--- src/rtl/stream_mux_pkg.sv ---
// stream_mux_pkg: round-robin pick helper and reset constant for the stream_mux_rr pointer
package stream_mux_pkg;
  localparam int RR_MAX_N = 64;
  typedef struct packed {
    logic       found;
    logic [5:0] idx;
  } rr_pick_t;
  function automatic int rr_ptr_rst(input int n);
    return n - 1;
  endfunction
  // Scan ptr+1 .. ptr+n modulo n, so the last winner gets the lowest priority.
  function automatic rr_pick_t rr_next(input int ptr, input logic [RR_MAX_N-1:0] valid, input int n);
    rr_pick_t r;
    int c;
    r = '0;
    for (int k = 1; k <= RR_MAX_N; k++) begin
      if (k <= n) begin
        c = ptr + k;
        if (c >= n) c = c - n;
        if (!r.found && valid[c]) begin
          r.found = 1'b1;
          r.idx = 6'(c);
        end
      end
    end
    return r;
  endfunction
endpackage

--- src/rtl/stream_mux_rr_arbiter.sv ---
// rr_arbiter: combinational rotate-priority pick starting after ptr
module rr_arbiter
  import stream_mux_pkg::*;
#(
  parameter int N = 4,
  localparam int SW = $clog2(N)
) (
  input  logic [SW-1:0] ptr,
  input  logic [N-1:0]  valid,
  output logic [SW-1:0] grant,
  output logic          found
);
  logic [RR_MAX_N-1:0] v;
  rr_pick_t p;
  always_comb begin
    v = '0;
    v[N-1:0] = valid;
    p = rr_next(int'(ptr), v, N);
  end
  assign grant = SW'(p.idx);
  assign found = p.found;
endmodule

--- src/rtl/stream_mux_rr.sv ---
// stream_mux_rr: N-channel valid/ready mux with fixed or round-robin select; STREAM_MUX_LOCK_EN adds packet lock
module stream_mux_rr
  import stream_mux_pkg::*;
#(
  parameter int N = 4,
  parameter int W = 8,
  localparam int SW = $clog2(N)
) (
  input  logic           clk,
  input  logic           rst,
  input  logic [N*W-1:0] in_data,
  input  logic [N-1:0]   in_valid,
  output logic [N-1:0]   in_ready,
`ifdef STREAM_MUX_LOCK_EN
  input  logic [N-1:0]   in_last,
  output logic           out_last,
`endif
  input  logic           mode,
  input  logic [SW-1:0]  sel,
  output logic [W-1:0]   out_data,
  output logic [SW-1:0]  out_ch,
  output logic           out_valid,
  input  logic           out_ready
);
  localparam logic [SW:0] NN = (SW+1)'(N);
  logic [SW-1:0] ptr, rr_grant, grant;
  logic rr_found, fixed_ok, found, load_en, xfer;
  rr_arbiter #(.N(N)) u_arb (.ptr(ptr), .valid(in_valid), .grant(rr_grant), .found(rr_found));
  assign load_en  = !out_valid || out_ready;
  assign fixed_ok = ({1'b0, sel} < NN) && in_valid[sel];
`ifdef STREAM_MUX_LOCK_EN
  logic locked;
  logic [SW-1:0] lock_ch;
  assign grant = locked ? lock_ch : mode ? rr_grant : sel;
  assign found = locked ? in_valid[lock_ch] : mode ? rr_found : fixed_ok;
  always_ff @(posedge clk) begin
    if (rst) begin
      locked   <= 1'b0;
      lock_ch  <= '0;
      out_last <= 1'b0;
    end else if (xfer) begin
      locked   <= !in_last[grant];
      lock_ch  <= grant;
      out_last <= in_last[grant];
    end
  end
`else
  assign grant = mode ? rr_grant : sel;
  assign found = mode ? rr_found : fixed_ok;
`endif
  // Grant never looks at in_ready; only load_en couples out_ready to in_ready.
  assign xfer     = found && load_en && !rst;
  assign in_ready = xfer ? N'(1) << grant : '0;
  always_ff @(posedge clk) begin
    if (rst) begin
      out_valid <= 1'b0;
      out_data  <= '0;
      out_ch    <= '0;
      ptr       <= SW'(rr_ptr_rst(N));
    end else if (load_en) begin
      out_valid <= xfer;
      if (xfer) begin
        out_data <= in_data[grant*W +: W];
        out_ch   <= grant;
        ptr      <= grant;
      end
    end
  end
endmodule

--- config.mk ---
export PLATFORM = sky130hd
export DESIGN_NAME = stream_mux_rr
export DESIGN_NICKNAME = d
export VERILOG_FILES = /design/src/rtl/stream_mux_pkg.sv /design/src/rtl/stream_mux_rr_arbiter.sv /design/src/rtl/stream_mux_rr.sv
export SDC_FILE = /design/constraint.sdc
export NUM_CORES = 1
export LEC_CHECK = 0
export BUFFER_PORTS_ARGS = -buffer_cell sky130_fd_sc_hd__buf_2
export CAP_MARGIN = 20
export CORE_MARGIN = 1.5
export CORE_UTILIZATION = 42
export DETAILED_ROUTE_END_ITERATION = 16
export PLACE_DENSITY = 0.76
export SYNTH_ARGS = -nofsm -noshare
export SYNTH_HDL_FRONTEND = slang
export SYNTH_SLANG_ARGS = --single-unit
--- constraint.sdc ---
create_clock -name clk -period 2.9 [get_ports clk]
set_input_delay 0.435 -clock clk [delete_from_list [all_inputs] [get_ports clk]]
set_output_delay 0.435 -clock clk [all_outputs]
set_load 0.01 [all_outputs]
* After elaboration in Yosys (flattened, before gate mapping) *
Cells that the tools add are included.

storage, ports and cells
  word-level logic and storage cells = 60
  register bits after elaboration = 13
  output and inout bits = 15

operators by class
  shift-type cells = 2
  reductions and logical operators = 12
  $lt $le $gt $ge = 9
  muxes and demuxes = 25
  add/sub/neg operators = 8

operator list
  kind                                                                           count
  32-bit by 4-bit >= comparator with 1-bit output, second input constant         4
  32-bit by 8-bit less-than comparator with 1-bit output, second input constant  4
  32-bit two-way mux                                                             4
  32-bit by 4-bit subtractor with 32-bit output, second input constant           4
  32-bit by 6-bit indexed part select with 8-bit output                          1
  7-bit two-way mux                                                              4
  1-bit binary-select mux with 6-bit select                                      4
  1-bit two-way mux                                                              10
  2-bit by 2-bit adder with 3-bit output, second input constant                  2
  1-bit logical AND                                                              5
  1-bit logical NOT                                                              5
  2-bit by 3-bit adder with 4-bit output, second input constant                  1
  4-bit two-way mux                                                              1
  1-bit by 2-bit << shifter with 4-bit output, first input constant              1
  2-bit by 1-bit adder with 3-bit output, second input constant                  1
  2-bit by 3-bit less-than comparator with 1-bit output, second input constant   1
  1-bit binary-select mux with 2-bit select                                      1
  2-bit two-way mux                                                              1
  2-bit AND reduction                                                            1
  1-bit logical OR                                                               1

* Longest topological paths before layout *
  depth after elaboration = 20
  gate-level depth with buffers = 11
  gate-level depth less buffers = 8

* Modules after synthesis *
From an unflattened synthesis, not the netlist that was laid out.

second synthesis, totals
  cells, all modules = 126
  area total of the unflattened synthesis = 1193.6 µm²

by module, submodules not included
  module         area each (µm²)  instances  sequential area each (µm²)  cells an instance
  stream_mux_rr  869.6            1          260.2                       90
  rr_arbiter     324.1            1          0.0                         36

* Worst setup path after synthesis *
OpenSTA, ideal clock, no wires.

  path kind = reg2out
  from = register ptr[0]
  to = output port in_ready[0]
  arrival = 2360 ps
  path slack = 105 ps
  stages on the path, launching flop included = 12
  cells stage by stage = dfxtp_1 buf_6 inv_1 ha_1 a21bo_2 o211a_1 o2111ai_2 a21o_1 buf_6 buf_12 nand2_1 nor2_1

between the ends
  word-level cells in the longest chain between the ends = 20

ends and longest elaborated chain
  element                                                                                                                  line                  source
  start: declaration                                                                                                       stream_mux_rr.sv:26   logic [SW-1:0] ptr, rr_grant, grant;
  start signal: assignment                                                                                                 stream_mux_rr.sv:59   ptr <= SW'(rr_ptr_rst(N));
  start signal: assignment                                                                                                 stream_mux_rr.sv:65   ptr <= grant;
  2-bit by 1-bit adder with 3-bit output                                                                                   stream_mux_pkg.sv:18  c = ptr + k;
  32-bit by 4-bit subtractor with 32-bit output / 32-bit by 4-bit >= comparator with 1-bit output (equally long branches)  stream_mux_pkg.sv:19  if (c >= n) c = c - n;
  32-bit two-way mux                                                                                                       stream_mux_pkg.sv:19
  1-bit binary-select mux with 6-bit select                                                                                stream_mux_pkg.sv:20  if (!r.found && valid[c]) begin
  1-bit two-way mux (implied by the code) (2 in series)                                                                    stream_mux_pkg.sv:20
  7-bit two-way mux                                                                                                        stream_mux_pkg.sv:20
  1-bit logical NOT                                                                                                        stream_mux_pkg.sv:20
  1-bit logical AND                                                                                                        stream_mux_pkg.sv:20
  [2 not listed]                                                                                                           --
  1-bit logical AND                                                                                                        stream_mux_pkg.sv:20
  7-bit two-way mux                                                                                                        stream_mux_pkg.sv:20
  1-bit logical NOT                                                                                                        stream_mux_pkg.sv:20
  1-bit logical AND                                                                                                        stream_mux_pkg.sv:20
  7-bit two-way mux (*)                                                                                                    stream_mux_pkg.sv:20
  1-bit two-way mux                                                                                                        stream_mux_rr.sv:49   assign found = mode ? rr_found : fixed_ok;
  1-bit logical AND (2 in series)                                                                                          stream_mux_rr.sv:52   assign xfer = found && load_en && !rst;
  4-bit two-way mux (*)                                                                                                    stream_mux_rr.sv:53   assign in_ready = xfer ? N'(1) << grant : '0;
  end: declaration                                                                                                         stream_mux_rr.sv:13   output logic [N-1:0] in_ready,

Every way passes the cells marked *; elsewhere a longest branch is shown, timed or not. The select of a mux whose other input is x is not followed.

* Final worst setup path *
  from = register ptr[0]
  to = output port in_ready[1]

Same word-level chain as after synthesis.

==> metrics.md <==
| Metric | Value |
|---|---|
| Status | finished, final reports clean |
| Final wirelength | approximately 3900 microns |
| Leak | 0.791 nW |
| Hold Path Class | flip-flop to flip-flop |
| PortBufs | 56 |
| Overflow after GRT | 0 |
| PD cells | between 400 and 500 nW/um^2 |
| Hpwl dp | roughly 2700 microns |
| Top-area cell type share of the netlist area | between 20 and 25% |
| Vias in the first global route | 1316 |
| Core Area | 2730 sq um |
| Slew Viols, Final | 0 |
| Post-route setup TNS | 0 ns |
| Antenna viol nets, final | 0 |
| Nets | 250 |
| Critical R2R Capture | out_data[1] |
| Slowest cell on crit path | a2111o_1 |
| Crit-path cells | inv_4, ha_4, a21bo_4, o22a_1, a2111o_1, a41o_4, nor2_2, buf_2 |
| CP arrival | about 2.4 ns |
| #FFs+latches synth | 13 |
| DR vias | about 1.4k |
| RR Startpoint | ptr[0] |
| Initial antenna violation count | 0 |
| Synth Flop Type | dfxtp_1 |
| Max stage delay on crit path | 0.43 ns |
| First-pass GRT wire length | between 5000 and 6000 microns |
| Width of the die | ~57 microns |
| R2R depth | 10 |
| H-tree Lvls | 1 |
| Worst Path Required | about 2.5 ns |
| Synth area leaders | dfxtp_1 (22%), mux2i_1 (9.1%), a2111oi_1 (6.6%), a2111oi_0 (5.8%), nor2_1 (5.3%) |
| CTS max path bufs | 2 |
| Final Cycle Share | 98.4% |
| Hold Path Stages | 2 |
| Part of the Yosys area used for sequential elements | 21.6% |
| Worst slew margin | between 50% and 60% |
| Start point of the critical path | ptr[0] |
| Ant diodes | 0 |
| Setup Skew | between 0.002 and 0.003 ns |
| First-pass DRT Iterations | 4 |
| Mapped Cells | 138 |
| CP max FO | 7 |
| Final setup viols | 0 |
| Final design utilization | between 60% and 70% |
| Placer Congestion | between 0.8 and 0.9 |
| Drt drc | 0 |
| Final hold vios | 0 |
| Place WS | ~0.096 ns |
| Clk slew on worst S/H paths | ~0.070 ns |
| WL/cell | 16.9 microns |
| Max_cap viols | 0 |
| Die Ht | about 57 microns |
| Hold path startpoint | out_ch[1] |
| Min Tclk post-route | roughly 2.9 ns |
| Post-Syn Area | 1210 sq um |
| Reg2Reg Setup Slack | 0.11 ns |
| Startpoint types | flip-flop |
| VDD IR max | between 0.3 and 0.4 mV |
| Boundary pin count | 57 |
| Syn Nets | roughly 190 |
| Yosys Warn Count | 0 |
| Cts hold-fix bufs | 0 |
| Dpl cells | ~220 |
| Total power | around 0.81 mW |
| Clk_lat worst skew | roughly 0.28 ns |
| Yosys top cell by area | dfxtp_1 |
| Share of layout cells above drive strength 1 | just under 50% |
| PnR worst setup slack | around 0.047 ns |
| Max Freq | around 350 MHz |
| CTS tree | done |
| Row count | 19 |
| Total global-route track usage | 23.5% |
| Largest net degree at the start of global routing | 15 |
| Vias/cell | 6.08 |
| Post-route insts no fill | about 230 |
| Worst Max-Slew Pin Slew | a little under 0.6 ns |
| Post-synth cell types | 40 |
| Crit Path Category | flip-flop to primary output |
| Die ar. | ~3200 sq um |
| Clock sink total | 13 |
| Syn-to-layout area delta | 43.7% |
| Root Buffer | clkbuf_4 |
| Syn Area/Cell | slightly below 9 sq um |
| CTS Buf Count | 3 |
| Async set or reset register ratio after synthesis | 0% |
| Hold worst-path end | out_ch[1] |
| Starting Density | between 40 and 50% |
| Crit end category | primary output |
| Initial drt markers | 56 |
| Post-synth EDFFs | 0 |
## critical path, delay by kind of cell, from the launching register on
family / cells / cell delay [ns]
AOI/OAI and AO/OA: 4 / 1.20
buffers and inverters: 2 / 0.18
adders and majority gates: 1 / 0.29
DFF: 1 / 0.37
and+or+nand+nor: 1 / 0.11
## routing by layer
metal / vias to the layer above / wire length (microns) / global-route usage, %
met5: - / 0 / 0
met4: 0 / 82 / 10.5
met3: 9 / 263 / 3.46
met2: 62 / 1920 / 37.5
met1: 678 / 1670 / 31.2
li1: 667 / - / -
## through the flow
step | hold slack (ns) | cell area, sq um
3_5_place_dp | 0.452 | 1510
5_1_grt | 0.486 | 1730
4_1_cts | 0.466 | 1610
2_1_floorplan | 0.481 | 1210
3_3_place_gp | 0.449 | 1510
6_report | 0.463 | 1730
## cells in the final DEF, fill, tap and decap left out, types with 3 or more instances in the layout
master,count
a2111oi_0,6
a2111oi_1,10
a211oi_1,8
a21oi_1,5
buf_2,56
buf_4,11
clkbuf_4,3
dfxtp_1,11
inv_1,8
mux2i_1,10
nand2_1,7
nor2_1,16
## what timing repair did
| item | 4_1_cts | 5_1_grt |
|---|---|---|
| resized for setup | 9 | 22 |
| setup endpoints to repair | 4 | 5 |
| buffers inserted | 1 | 5 |
| pin swaps | 4 | 11 |
## state kept, by name, indices dropped and copies added (netlist names)
name	flops
ptr	2
out_data	8
out_valid	1
out_ch	2
## cell families (layout without fill, tap and decap cells)
family,after synthesis,count (layout),share of synthesized area [%]
mux,16,16,15.1
simple gates,39,39,16.0
compound gates,46,46,33.1
buf+inv,19,83,9.03
fa+ha+maj,5,5,5.19
flops,13,13,21.6
## how the worst max path moves through the flow
stage,to,slack (ns)
final,in_ready[1],0.05
after global routing,out_data[1],-0.1
after CTS,in_ready[0],-0.002
after detailed placement,in_ready[0],0.1
after global placement,out_data[7],0.15
after floorplan,in_ready[0],0.10
## area by class of cell
type	instances	area, sq um
sequential	13	265
inverter	10	40.0
tap	31	38.8
multi-input combinational	106	973
clock buffer	4	26.3
fill	241	1000
timing repair buffer	69	389
## power by group
part	switching (mW)	internal, mW
logic	0.255	0.226
clock network	0.0602	0.0535
registers	0.0137	0.203
## cells in the mapped netlist, types with 2 or more instances
cell type   n
clkbuf_1    3
mux2i_2     2
dfxtp_1    13
nand2_1     8
mux2_2      2
ha_1        5
mux2i_1    11
a211oi_1    8
nand3b_1    2
nor3b_1     2
inv_1      10
a21o_1      2
a2111o_1    2
and3_1      2
a2111oi_1   8
nor2_1     17
a41o_1      2
o21ai_0     2
a21oi_1     5
buf_6       2
a2111oi_0   8
nand2b_1    3
buf_2       2
(Power assumes the default switching activity.)
